[src/rtl/vector_cmd_issue_pkg.sv]
// Shared types and constants for the vector command issue stage.
//   - Field widths of the command word, thread ID, scalar operand and lane mask.
//   - vcmd_entry_t: one buffered command with its thread ID, lane mask and scalar operand.
//   - issue_state_t: states of the barrier FSM.
//   - is_sync(): the sync-barrier flag, which is the top bit of the command word.
package vector_cmd_issue_pkg;

   localparam int NUM_LANE       = 16;
   localparam int WIDTH_CMD      = 64;
   localparam int WIDTH_TID      = 8;
   localparam int WIDTH_DATA     = 32;
   localparam int WIDTH_INFLIGHT = 8;

   typedef logic [WIDTH_CMD-1:0]  cmd_t;
   typedef logic [WIDTH_TID-1:0]  tid_t;
   typedef logic [WIDTH_DATA-1:0] data_t;
   typedef logic [NUM_LANE-1:0]   lane_t;

   typedef struct packed {
      cmd_t  command;
      tid_t  thread_id;
      lane_t en_lane;
      data_t scalar;
   } vcmd_entry_t;

   typedef enum logic {
      ST_RUN       = 1'b0,
      ST_WAIT_SYNC = 1'b1
   } issue_state_t;

   function automatic logic is_sync(input cmd_t command);
      return command[WIDTH_CMD-1];
   endfunction

endpackage

[src/rtl/vcmd_fifo.sv]
// Circular FIFO of vcmd_entry_t with DEPTH entries.
// DEPTH must be a power of two and at least 2.
// Ports:
//   clock, reset    : system clock and synchronous active-low reset
//   push, push_entry: write request and the entry to write (ignored while full)
//   pop             : read request (ignored while empty)
//   head_entry      : entry at the read pointer, valid while !empty
//   full, empty     : status, derived from the registered pointers
//   count           : number of entries held
module vcmd_fifo
   import vector_cmd_issue_pkg::*;
#(
   parameter int DEPTH = 4
) (
   input  logic                     clock,
   input  logic                     reset,
   input  logic                     push,
   input  vcmd_entry_t              push_entry,
   input  logic                     pop,
   output vcmd_entry_t              head_entry,
   output logic                     full,
   output logic                     empty,
   output logic [$clog2(DEPTH):0]   count
);

   localparam int AW = $clog2(DEPTH);

   // The pointers carry one extra wrap bit, so a full FIFO and an empty FIFO
   // are told apart even though their index bits are equal.
   logic [AW:0]  wr_ptr;
   logic [AW:0]  rd_ptr;
   vcmd_entry_t  mem [DEPTH];
   logic         do_push;
   logic         do_pop;

   assign empty      = (wr_ptr == rd_ptr);
   assign full       = (wr_ptr[AW] != rd_ptr[AW]) && (wr_ptr[AW-1:0] == rd_ptr[AW-1:0]);
   assign count      = wr_ptr - rd_ptr;
   assign do_push    = push & ~full;
   assign do_pop     = pop & ~empty;
   assign head_entry = mem[rd_ptr[AW-1:0]];

   // NOTE: sequential state uses non-blocking assignments, so every flop
   // samples the values from before the edge regardless of statement order.
   always_ff @(posedge clock) begin
      if (!reset) begin
         wr_ptr <= '0;
         rd_ptr <= '0;
      end else begin
         if (do_push) wr_ptr <= wr_ptr + 1'b1;
         if (do_pop)  rd_ptr <= rd_ptr + 1'b1;
      end
   end

   // NOTE: the storage array has no reset. The pointers alone decide which
   // entries are valid, so clearing the array would only add reset fan-out.
   always_ff @(posedge clock) begin
      if (do_push) mem[wr_ptr[AW-1:0]] <= push_entry;
   end

endmodule

[src/rtl/vector_cmd_issue.sv]
// Vector command issue stage, sitting directly in front of the vector unit.
// Commands from the front-end sequencer are buffered in a small FIFO and
// issued one per cycle. The stage counts issued-but-uncommitted commands and
// holds a sync-barrier command until every earlier command has committed.
// Optional macro VCMD_ISSUE_PERF_EN adds the O_Stall_Cnt output, which counts
// the cycles in which the FIFO holds work but nothing issues.
// Ports:
//   clock, reset              : system clock and synchronous active-low reset
//   I_Req / O_Ack             : front-end valid and ready; a push happens on I_Req & O_Ack
//   I_Command, I_ThreadID,
//   I_En_Lane, I_Scalar_Data  : command payload written into the FIFO
//   I_Stall                   : the vector unit cannot accept a command this cycle
//   O_Issue + O_* payload     : registered issue strobe and the issued command
//   I_Commit_Req              : one pulse per command the vector unit retires
//   O_InFlight                : number of commands issued and not yet committed
//   O_Stall_Cnt (optional)    : saturating count of cycles with work but no issue
//   O_Idle                    : registered; FIFO empty and nothing in flight
module vector_cmd_issue
   import vector_cmd_issue_pkg::*;
#(
   parameter int DEPTH        = 4,
   parameter int MAX_INFLIGHT = 8
) (
   input  logic                      clock,
   input  logic                      reset,
   input  logic                      I_Req,
   output logic                      O_Ack,
   input  logic [WIDTH_CMD-1:0]      I_Command,
   input  logic [WIDTH_TID-1:0]      I_ThreadID,
   input  logic [NUM_LANE-1:0]       I_En_Lane,
   input  logic [WIDTH_DATA-1:0]     I_Scalar_Data,
   input  logic                      I_Stall,
   output logic                      O_Issue,
   output logic [WIDTH_CMD-1:0]      O_Command,
   output logic [WIDTH_TID-1:0]      O_ThreadID,
   output logic [NUM_LANE-1:0]       O_En_Lane,
   output logic [WIDTH_DATA-1:0]     O_Scalar_Data,
   input  logic                      I_Commit_Req,
   output logic [WIDTH_INFLIGHT-1:0] O_InFlight,
`ifdef VCMD_ISSUE_PERF_EN
   output logic [31:0]               O_Stall_Cnt,
`endif
   output logic                      O_Idle
);

   localparam int AW = $clog2(DEPTH);
   localparam logic [WIDTH_INFLIGHT-1:0] MAX_IF = WIDTH_INFLIGHT'(MAX_INFLIGHT);

   vcmd_entry_t               push_entry;
   vcmd_entry_t               head_entry;
   logic                      full;
   logic                      empty;
   logic [AW:0]               count;
   logic [AW:0]               count_next;
   logic                      push;
   logic                      barrier_block;
   logic                      can_issue;
   logic [WIDTH_INFLIGHT-1:0] inflight_next;
   issue_state_t              state;

   assign push_entry = '{command:   I_Command,
                         thread_id: I_ThreadID,
                         en_lane:   I_En_Lane,
                         scalar:    I_Scalar_Data};

   assign O_Ack = ~full;
   assign push  = I_Req & O_Ack;

   vcmd_fifo #(
      .DEPTH      (DEPTH)
   ) u_fifo (
      .clock      (clock),
      .reset      (reset),
      .push       (push),
      .push_entry (push_entry),
      .pop        (can_issue),
      .head_entry (head_entry),
      .full       (full),
      .empty      (empty),
      .count      (count)
   );

   // A sync command at the head may issue only when nothing earlier is still in flight.
   assign barrier_block = ~empty & is_sync(head_entry.command) & (O_InFlight != '0);

   assign can_issue = ~empty & ~I_Stall & (O_InFlight < MAX_IF)
                    & (state == ST_RUN) & ~barrier_block;

   assign count_next = count + (AW+1)'(push) - (AW+1)'(can_issue);

   // An issue and a commit in the same cycle cancel. A commit at zero is a
   // protocol error, and the counter stays at zero.
   // NOTE: give every always_comb output a default first, so no path can leave
   // it unassigned and infer a latch.
   always_comb begin
      inflight_next = O_InFlight;
      if (can_issue && !I_Commit_Req)
         inflight_next = O_InFlight + 1'b1;
      else if (!can_issue && I_Commit_Req && (O_InFlight != '0))
         inflight_next = O_InFlight - 1'b1;
   end

   // Barrier FSM, in-flight counter and registered issue outputs.
   always_ff @(posedge clock) begin
      if (!reset) begin
         state         <= ST_RUN;
         O_Issue       <= 1'b0;
         O_Command     <= '0;
         O_ThreadID    <= '0;
         O_En_Lane     <= '0;
         O_Scalar_Data <= '0;
         O_InFlight    <= '0;
         O_Idle        <= 1'b1;
`ifdef VCMD_ISSUE_PERF_EN
         O_Stall_Cnt   <= '0;
`endif
      end else begin
         O_Issue <= can_issue;
         if (can_issue) begin
            O_Command     <= head_entry.command;
            O_ThreadID    <= head_entry.thread_id;
            O_En_Lane     <= head_entry.en_lane;
            O_Scalar_Data <= head_entry.scalar;
         end else begin
            O_Command     <= '0;
            O_ThreadID    <= '0;
            O_En_Lane     <= '0;
            O_Scalar_Data <= '0;
         end

         O_InFlight <= inflight_next;
         // O_Idle is built from next-state values, so it describes the same
         // cycle as O_InFlight and the FIFO state.
         O_Idle     <= (count_next == '0) && (inflight_next == '0);

         unique case (state)
            ST_RUN:       if (barrier_block)          state <= ST_WAIT_SYNC;
            ST_WAIT_SYNC: if (inflight_next == '0)    state <= ST_RUN;
            default:                                  state <= ST_RUN;
         endcase

`ifdef VCMD_ISSUE_PERF_EN
         if (!empty && !can_issue && (O_Stall_Cnt != '1))
            O_Stall_Cnt <= O_Stall_Cnt + 1'b1;
`endif
      end
   end

endmodule

[config.mk]
export PLATFORM = sky130hd
export DESIGN_NAME = vector_cmd_issue
export DESIGN_NICKNAME = d
export VERILOG_FILES = /design/src/rtl/vector_cmd_issue_pkg.sv /design/src/rtl/vcmd_fifo.sv /design/src/rtl/vector_cmd_issue.sv
export SDC_FILE = /design/constraint.sdc
export NUM_CORES = 1
export LEC_CHECK = 0
export BUFFER_PORTS_ARGS = -buffer_cell sky130_fd_sc_hd__buf_2
export CORE_MARGIN = 4
export CORE_UTILIZATION = 47
export CTS_CLUSTER_DIAMETER = 150
export DETAILED_ROUTE_END_ITERATION = 10
export PLACE_DENSITY = 0.67
export SLEW_MARGIN = 20
export SYNTH_ARGS = -nofsm -noshare
export SYNTH_HDL_FRONTEND = slang
export SYNTH_SLANG_ARGS = --single-unit
[constraint.sdc]
create_clock -name clock -period 4 [get_ports clock]
set_input_delay 0.2 -clock clock [delete_from_list [all_inputs] [get_ports clock]]
set_output_delay 0.2 -clock clock [all_outputs]
set_load 0.005 [all_outputs]
==> results.json, run 1 <==
{
  "preCtsSetupSlack_ps": 839.5,
  "synth_most_common_cell": "edfxtp_1",
  "initial_core_util_pct": 47.59,
  "synth_seq_cells": 619,
  "die-area_um2": 49550,
  "synth.area.top_cells": "edfxtp_1 (67%), dfxtp_1 (13%), mux4_2 (12%), and3_1 (3.6%), clkbuf_1 (0.76%)",
  "gp_congestion": 0.7662,
  "crit_fanout": 6,
  "p_per_area_nw_per_um2": 567.5,
  "finalSetupViolations": 0,
  "cts.sinks": 619,
  "total_power_mw": 15.30,
  "drt-pass1-iter-count": 5,
  "wl_per_cell_um": 21.55,
  "dr_wl_met3_um": 2547,
  "cts-resized-gates": 0,
  "fin_tns_setup_ps": 0,
  "synth_top_cell_by_area": "edfxtp_1",
  "fin_util_pct": 59.27,
  "drv_cap": 0,
  "hold_path_class": "input port to flip-flop",
  "drtIter0Drc": 788,
  "synth.avg_cell_area_um2": 21.26,
  "final.fill_count": 3378,
  "wl_met2_um": 22180,
  "hpwlAfterDp_um": 24080,
  "min_from": "I_Stall",
  "startpoint_type": "flip-flop",
  "drc": 0,
  "worst_path_max_delay_cell": "fa_1",
  "first_global_vias": 11650,
  "clock-root-buffer": "clkbuf_16",
  "worstPathBufferInverterCount": 2,
  "fp.dieW_um": 222.6,
  "grt_max_degree": 120,
  "syn_area_um2": 21640,
  "netlist_instances": 1018,
  "min_period_over_period_pct": 79.23,
  "grt_pass1_wl_um": 69470,
  "core_area_um2": 45480,
  "antenna_found_initial": 2,
  "synth-edff-count": 480,
  "post-route-min-period_ps": 3169,
  "antenna_left": 0,
  "arrival_ps": 3670,
  "drv_slew": 0,
  "drive_gt1_share_pct": 34.33,
  "htree_levels": 2,
  "async_reset_ff_share_pct": 0,
  "max_stage_delay_ps": 540,
  "worst_pin_slew_ps": 934.8,
  "reg2reg_from": "u_fifo.wr_ptr[0]",
  "status": "completed",
  "gr-usage-all-layers_pct": 17.97,
  "stdcell_area_um2": 26950,
  "post-cts-setup-buffers": 0,
  "via_per_inst": 5.288,
  "place_area_um2": 23700,
  "wl_um": 44580,
  "ys.flop_type": "edfxtp_1",
  "worst_slack_ps": 830.8,
  "crit_chain": "xor2_1 > nor2_1 > nand2_1 > and2_1 > inv_1 > fa_1 > fa_1 > inv_1 > ha_1 > xnor2_1 > xnor2_1 > o41ai_2",
  "fin_skew_ps": 12.60,
  "fp.dieH_um": 222.6,
  "syn_nets": 1155,
  "fin_nets": 1555,
  "end_kind": "flip-flop",
  "clockBufferDepth": 3,
  "yosys.cell_types.count": 46,
  "portBuffers": 255,
  "ios": 256,
  "num_rows": 78,
  "cp-startpoint": "u_fifo.wr_ptr[0]",
  "yosysSeqAreaShare_pct": 79.45,
  "synth_common_cells": "edfxtp_1 (480), dfxtp_1 (139), and3_1 (123)",
  "cts_buffers": 61,
  "highest_layer": "met5",
  "ys.warnings.count": 0,
  "holdWs_ps": 99.75,
  "dp.cells": 1834,
  "vdd_ir_drop_max_v": 0.0003717,
  "wl_met1_um": 19150,
  "clkTransAtPathRegs_ps": 60,
  "leakage_nw": 10.03,
  "fmax_ghz": 0.3155,
  "relSlewSlack_pct": 37.68,
  "instances_no_fill": 2069,
  "clkLatencyLatePin_ps": 590,
  "yosysTopAreaCellShare_pct": 66.59,
  "grt_overflow": 0,
  "tritoncts": "built",
  "worst-setup-path-type": "flip-flop to flip-flop",
  "rsz0062_at_grt": "no",
  "worstPathRequired_ps": 4500,
  "area_delta_synth_final_pct": 24.53,
  "crit_family": "adder cells",
  "hold_viol_final": 0,
  "num_vias": 10940
}
==> area by class of cell <==
class	instances	area, um2	share of cell area, %
tap	600	750.7	2.785
inverter	11	46.29	0.1718
clock buffer	83	1699	6.304
clock inverter	30	337.8	1.253
antenna	1	2.502	0.009284
sequential	619	17200	63.83
timing repair buffer	391	2715	10.07
multi-input combinational	334	4198	15.57
==> routing by layer <==
layer | up-vias | GRT usage [%]
li1 | 4903 | -
met5 | - | 0
met2 | 279 | 30.04
met1 | 5701 | 24.74
met3 | 55 | 4.082
met4 | 2 | 3.599
==> power by group <==
group          switching, mW  internal (mW)  total [mW]
clock network           2.29           3.42        5.71
logic                   1.05           1.05        2.10
registers              0.141           7.35        7.49
==> flip-flops by register name (all words and copies together) (netlist names), 3 cells and up, named ones only <==
| signal | cells |
|---|---|
| O_En_Lane | 16 |
| u_fifo.mem | 480 |
| O_InFlight | 8 |
| O_ThreadID | 8 |
| u_fifo.rd_ptr | 3 |
| O_Command | 64 |
| O_Scalar_Data | 32 |
| u_fifo.wr_ptr | 3 |
==> placed cells by master (no fill, tap or decap), types with 2 or more instances in the layout <==
| cell | count |
|---|---|
| edfxtp_1 | 480 |
| buf_2 | 254 |
| dfxtp_1 | 137 |
| dlygate4sd3_1 | 121 |
| mux4_2 | 120 |
| and3_1 | 119 |
| clkbuf_16 | 61 |
| nor2_1 | 23 |
| clkinv_2 | 16 |
| clkbuf_1 | 13 |
| ha_1 | 10 |
| inv_1 | 9 |
| clkbuf_8 | 9 |
| buf_12 | 9 |
| xor2_1 | 7 |
| xnor2_1 | 7 |
| bufinv_16 | 7 |
| buf_4 | 7 |
| nand2_1 | 6 |
| and3_4 | 4 |
| nor3_1 | 4 |
| mux2i_1 | 4 |
| clkinv_4 | 3 |
| clkinv_1 | 3 |
| a21oi_1 | 3 |
| clkinvlp_4 | 3 |
| nand4b_1 | 2 |
| fa_1 | 2 |
| dfxtp_4 | 2 |
==> repair_timing <==
item,4_1_cts,5_1_grt
hold endpoints to repair,481,0
endpoints found under the setup margin,0,0
hold buffers,121,0
==> cells by family (layout without fill, tap and decap cells) <==
kind of cell               after synthesis  count (layout)  share of synthesized area [%]
and+or+nand+nor                        166             166                          4.497
muxes                                  124             124                          12.67
adders and majority gates               12              12                         0.7631
xor gates and xnor gates                15              15                         0.6417
buffers and inverters                   65             515                          1.249
AOI/OAI and AO/OA                       17              17                         0.7285
DFF                                    619             619                          79.45
other                                    0               1                              0
==> final timing paths <==
path | end | slack, ps | cells after the start
min reg2reg | state | 520 | 1
min | O_Issue | 100 | 5
max reg2reg | O_Idle | 830 | 12
max | O_Idle | 830 | 12
==> worst reg2reg max path: cells and delay by family (launching register included) <==
kind | cells | cell delay, ps
adder cells (fa/ha/maj) | 3 | 1180
XOR/XNOR | 3 | 580
AND/OR/NAND/NOR | 3 | 470
flip-flops | 1 | 460
AO/OA/AOI/OAI | 1 | 270
buffers and inverters | 2 | 120
(Power assumes the default switching activity.)
==> inputs of run 2 (changes only) <==
- PLACE_DENSITY: 0.67 -> 0.65
- clock period: 4 -> 3.1 ns (I/O delays scaled with it)
==> results.json, run 2 (synthesized netlist as in run 1, its figures left out) <==
{
  "status": "completed",
  "worstPathRequired_ps": 3590,
  "leakage_nw": 10.14,
  "tritoncts": "built",
  "end_kind": "flip-flop",
  "wl_um": 45370,
  "num_vias": 11070,
  "final_cell_mix": "edfxtp_1 (480), buf_2 (254), dfxtp_1 (134)",
  "vdd_ir_drop_max_v": 0.0005077,
  "p_int_mw": 15.26,
  "worst-setup-path-type": "flip-flop to flip-flop",
  "dp.cells": 1852,
  "fp.dieH_um": 222.6,
  "die-area_um2": 49550,
  "largest_reg_flops": 480,
  "crit_family": "adder cells",
  "cts.sinks": 619,
  "final.fill_count": 3378,
  "startpoint_type": "flip-flop",
  "first_global_vias": 11760,
  "max_stage_delay_ps": 490,
  "drv_cap": 0,
  "num_rows": 78,
  "clock-root-buffer": "clkbuf_16",
  "cts_buffers": 61,
  "min_period_over_period_pct": 96.14,
  "gr-usage-all-layers_pct": 18.16,
  "wl_per_cell_um": 21.68,
  "clkPwrFrac_pct": 36.9,
  "switchingPower_mw": 4.558,
  "fin_nets": 1576,
  "drive_gt1_share_pct": 35.25,
  "multi_input_area_um2": 4243,
  "clkLatencyLatePin_ps": 610,
  "hpwlAfterDp_um": 24940,
  "crit_top_cell": "inv_1",
  "worst_pin_slew_ps": 811.1,
  "comb_power_share_pct": 14.4,
  "crit_chain": "inv_1 > ha_4 > or4b_4 > a21oi_4 > nand2_4 > clkinv_4 > fa_2 > fa_1 > inv_1 > ha_2 > xnor2_2 > xnor2_1 > o41ai_2",
  "relSlewSlack_pct": 45.93,
  "grt_max_degree": 127,
  "regArea_um2": 17210,
  "drt-pass1-iter-count": 5,
  "worstPathBufferInverterCount": 3,
  "hold_path_class": "input port to flip-flop",
  "initial_core_util_pct": 47.59,
  "via_per_inst": 5.290,
  "fin_tns_setup_ps": 0,
  "antenna_left": 0,
  "fmax_ghz": 0.3355,
  "arrival_ps": 3470,
  "drtIter0Drc": 807,
  "clkTransAtPathRegs_ps": 60,
  "antenna_found_initial": 3,
  "hold_viol_final": 0,
  "finalSetupViolations": 0,
  "share_seq_of_total_power_pct": 48.7,
  "core_area_um2": 45480,
  "area_delta_synth_final_pct": 25.68,
  "p_sw_share_pct": 23.00,
  "grt_pass1_wl_um": 69790,
  "instances_no_fill": 2093,
  "holdWs_ps": 8.928,
  "fp.dieW_um": 222.6,
  "crit_fanout": 4,
  "gp_congestion": 0.7472,
  "total_power_mw": 19.82,
  "htree_levels": 2,
  "drv_slew": 0,
  "p_per_area_nw_per_um2": 728.4,
  "fin_skew_ps": 13.69,
  "post-route-min-period_ps": 2980,
  "ios": 256,
  "clockBufferDepth": 3,
  "drc": 0,
  "final_common_cell": "edfxtp_1",
  "portBuffers": 255,
  "rrSetupSlack_ps": 120,
  "grt_overflow": 0,
  "worst_path_max_delay_cell": "or4b_4"
}
run 2: cell types whose count changed in the layout (fill, tap and decap cells not counted), sizes merged:
| cell | change |
|---|---|
| buf | +21 |
| clkbuf | +13 |
| clkinv | -7 |
| bufinv | -3 |
| clkinvlp | -1 |
| inv | +1 |
run 2: what timing repair did:
action / 4_1_cts / 5_1_grt
resized for setup: 0 / 13
hold buffers: 121 / 0
hold endpoints to repair: 481 / 0
buffers inserted: 0 / 2
setup endpoints to repair: 0 / 2
run 2: tightest hold or removal path: stages:
cell and delay (ps):
buf_2 80, nor2_1 60, o311a_4 140, nand2_4 90, nor2_1 40
run 2: final cells by class:
cell class | instances | area share (%)
antenna | 1 | 0.009199
clock buffer | 96 | 6.660
clock inverter | 20 | 0.7773
inverter | 11 | 0.1702
multi-input combinational | 334 | 15.60
sequential | 619 | 63.26
tap | 600 | 2.760
timing repair buffer | 412 | 10.77
run 2: path summary, 6_finish.rpt:
path / startpoint / endpoint / cells after the start
worst min-delay path: I_Stall / O_Issue / 5
worst max register to register: O_InFlight[0] / O_Idle / 13
worst max-delay path: O_InFlight[0] / O_Idle / 13
worst min register to register: state / state / 1
run 2: layer usage:
layer	up-vias	track usage, %	share of wire, %
met3	70	5.272	7.1
met1	5741	24.34	42
met5	-	0	0.046
met2	314	29.41	49
li1	4943	-	-
met4	4	5.269	2.2
run 2: power groups by stage:
stage / logic, mW / registers, mW / clock network [mW]
after global placement: 2.69 / 9.80 / 0
after floorplan: 1.78 / 9.82 / 0
after global routing: 3.13 / 9.68 / 7.90
after CTS: 2.85 / 9.65 / 7.50
final: 2.86 / 9.65 / 7.31
after detailed placement: 2.72 / 9.82 / 0
run 2: metrics by stage:
stage	instance area, um2	util [%]	setup WS (ps)
detailed placement	23880	52.50	99.59
global route	27200	59.82	-51.01
global placement	23880	52.50	176.7
CTS	27110	59.61	74.96
floorplan	21650	-	6.928
finish	27200	59.82	119.6
==> inputs of run 3 (changes only) <==
- GPL_TIMING_DRIVEN: unset -> 0
- PLACE_DENSITY: 0.65 -> 0.67
- clock period: 3.1 -> 2.6 ns (I/O delays scaled with it)
==> results.json, run 3 (synthesized netlist as in run 1, its figures left out) <==
{
  "status": "complete, but fails checks",
  "failed_checks": "setup timing",
  "dp.cells": 1882,
  "finalSetupViolations": 1,
  "arrival_ps": 3220,
  "fin_tns_setup_ps": -108.7,
  "preCtsSetupSlack_ps": -510.9,
  "final.fill_count": 3339,
  "antenna_left": 0,
  "fmax_ghz": 0.3692,
  "hpwlAfterDp_um": 27350,
  "cp-startpoint": "u_fifo.rd_ptr[1]",
  "post-route-min-period_ps": 2709,
  "relSlewSlack_pct": 43.49,
  "clkLatencyLatePin_ps": 610,
  "wl_per_cell_um": 21.38,
  "worst-setup-path-type": "flip-flop to flip-flop",
  "first_global_vias": 11960,
  "reg2reg_from": "u_fifo.rd_ptr[1]",
  "switchingPower_mw": 5.502,
  "end_kind": "flip-flop",
  "die-area_um2": 49550,
  "num_vias": 11060,
  "gp_congestion": 0.7841,
  "hold_path_class": "input port to flip-flop",
  "min_period_over_period_pct": 104.2,
  "antenna_found_initial": 6,
  "cts.sinks": 619,
  "drive_gt1_share_pct": 35.63,
  "startpoint_type": "flip-flop",
  "largest_reg_flops": 480,
  "hold_viol_final": 0,
  "ios": 256,
  "via_per_inst": 5.191,
  "worst_pin_slew_ps": 847.7,
  "leakage_nw": 10.22,
  "initial_core_util_pct": 47.59,
  "tritoncts": "built",
  "multi_input_area_um2": 4272,
  "worstPathRequired_ps": 3110,
  "p_per_area_nw_per_um2": 862.6,
  "drc": 0,
  "fin_util_pct": 60.17,
  "drtIter0Drc": 697,
  "grt_pass1_wl_um": 70390,
  "fp.dieH_um": 222.6,
  "grt_max_degree": 45,
  "hold_depth": 7,
  "grt_overflow": 0,
  "crit_fanout": 3,
  "clock-root-buffer": "clkbuf_16",
  "gr-usage-all-layers_pct": 18.34,
  "drt-pass1-iter-count": 5,
  "rsz0062_at_grt": "yes",
  "total_power_mw": 23.61,
  "core_area_um2": 45480,
  "drv_cap": 0,
  "clkPwrFrac_pct": 36.3,
  "final_common_cell": "edfxtp_1",
  "area_delta_synth_final_pct": 26.42,
  "instances_no_fill": 2131,
  "min_from": "I_Stall",
  "wl_um": 45570,
  "cts_buffers": 59,
  "p_sw_share_pct": 23.31,
  "fp.dieW_um": 222.6,
  "p_int_mw": 18.10,
  "comb_power_share_pct": 14.8,
  "fin_nets": 1613,
  "vdd_ir_drop_max_v": 0.0006225,
  "fin_skew_ps": 12.22,
  "clockBufferDepth": 3,
  "worst_slack_ps": -108.7,
  "clkTransAtPathRegs_ps": 60,
  "share_seq_of_total_power_pct": 48.8,
  "num_rows": 78,
  "drv_slew": 0,
  "htree_levels": 2,
  "final_cell_mix": "edfxtp_1 (480), buf_2 (257), dfxtp_1 (132)",
  "portBuffers": 254,
  "regArea_um2": 17220,
  "ff2ff_path_depth": 11
}
run 3: changes by cell type in the layout (fill, tap and decap cells not counted), sizes merged:
cell / before / now
buf: 291 / 280
clkbuf: 96 / 134
clkinv: 15 / 19
clkinvlp: 2 / 1
diode: 1 / 4
dlygate4sd3: 121 / 124
inv: 10 / 12
run 3: repair_timing:
item                                    in CTS  in global routing
pin swaps                                    5                  3
hold buffers                               124                  0
endpoints found under the hold margin      489                  0
gates resized for setup                     10                 40
setup buffers                               10                  1
endpoints found under the setup margin       2                 89
run 3: area by class of cell:
type | count | share of cell area (%)
clock buffer | 87 | 6.365
multi-input combinational | 334 | 15.61
sequential | 619 | 62.91
clock inverter | 25 | 0.8551
antenna | 4 | 0.03658
timing repair buffer | 399 | 10.41
inverter | 11 | 0.2058
tap | 600 | 2.743
buffer | 52 | 0.8642
run 3: path summary, 6_finish.rpt:
path              endpoint  slack, ps
setup / recovery    O_Idle       -110
hold / removal     O_Issue        200
setup reg to reg    O_Idle       -110
hold reg to reg      state        510
run 3: per-stage QoR:
stage	hold slack, ps	cell area [um2]
floorplan	228.9	21720
global placement	342.2	23750
detailed placement	347.5	24000
CTS	41.23	27310
global route	177.1	27360
finish	196.8	27360
run 3: power groups by stage:
| stage | Combinational [mW] | Clock, mW | Sequential [mW] |
|---|---|---|---|
| floorplan | 2.16 | 0 | 11.7 |
| global placement | 3.18 | 0 | 11.7 |
| detailed placement | 3.28 | 0 | 11.7 |
| CTS | 3.53 | 8.78 | 11.5 |
| global route | 3.83 | 9.22 | 11.6 |
| finish | 3.50 | 8.58 | 11.5 |
run 3: critical path: stages, from the launching register on:
cell and delay [ps]:
dfxtp_4 350, xor2_2 190, o311a_4 380, nand2_4 110, clkinv_8 60, fa_2 380, fa_1 480, inv_1 60
ha_4 160, xnor2_2 130, xnor2_1 130, o41ai_2 190
run 3: routing by layer:
metal	wire length (um)	vias up	track usage [%]
li1	-	5023	-
met1	19090	5663	24.96
met2	22630	307	30.27
met3	2960	67	4.426
met4	883	2	4.653
met5	11	-	0
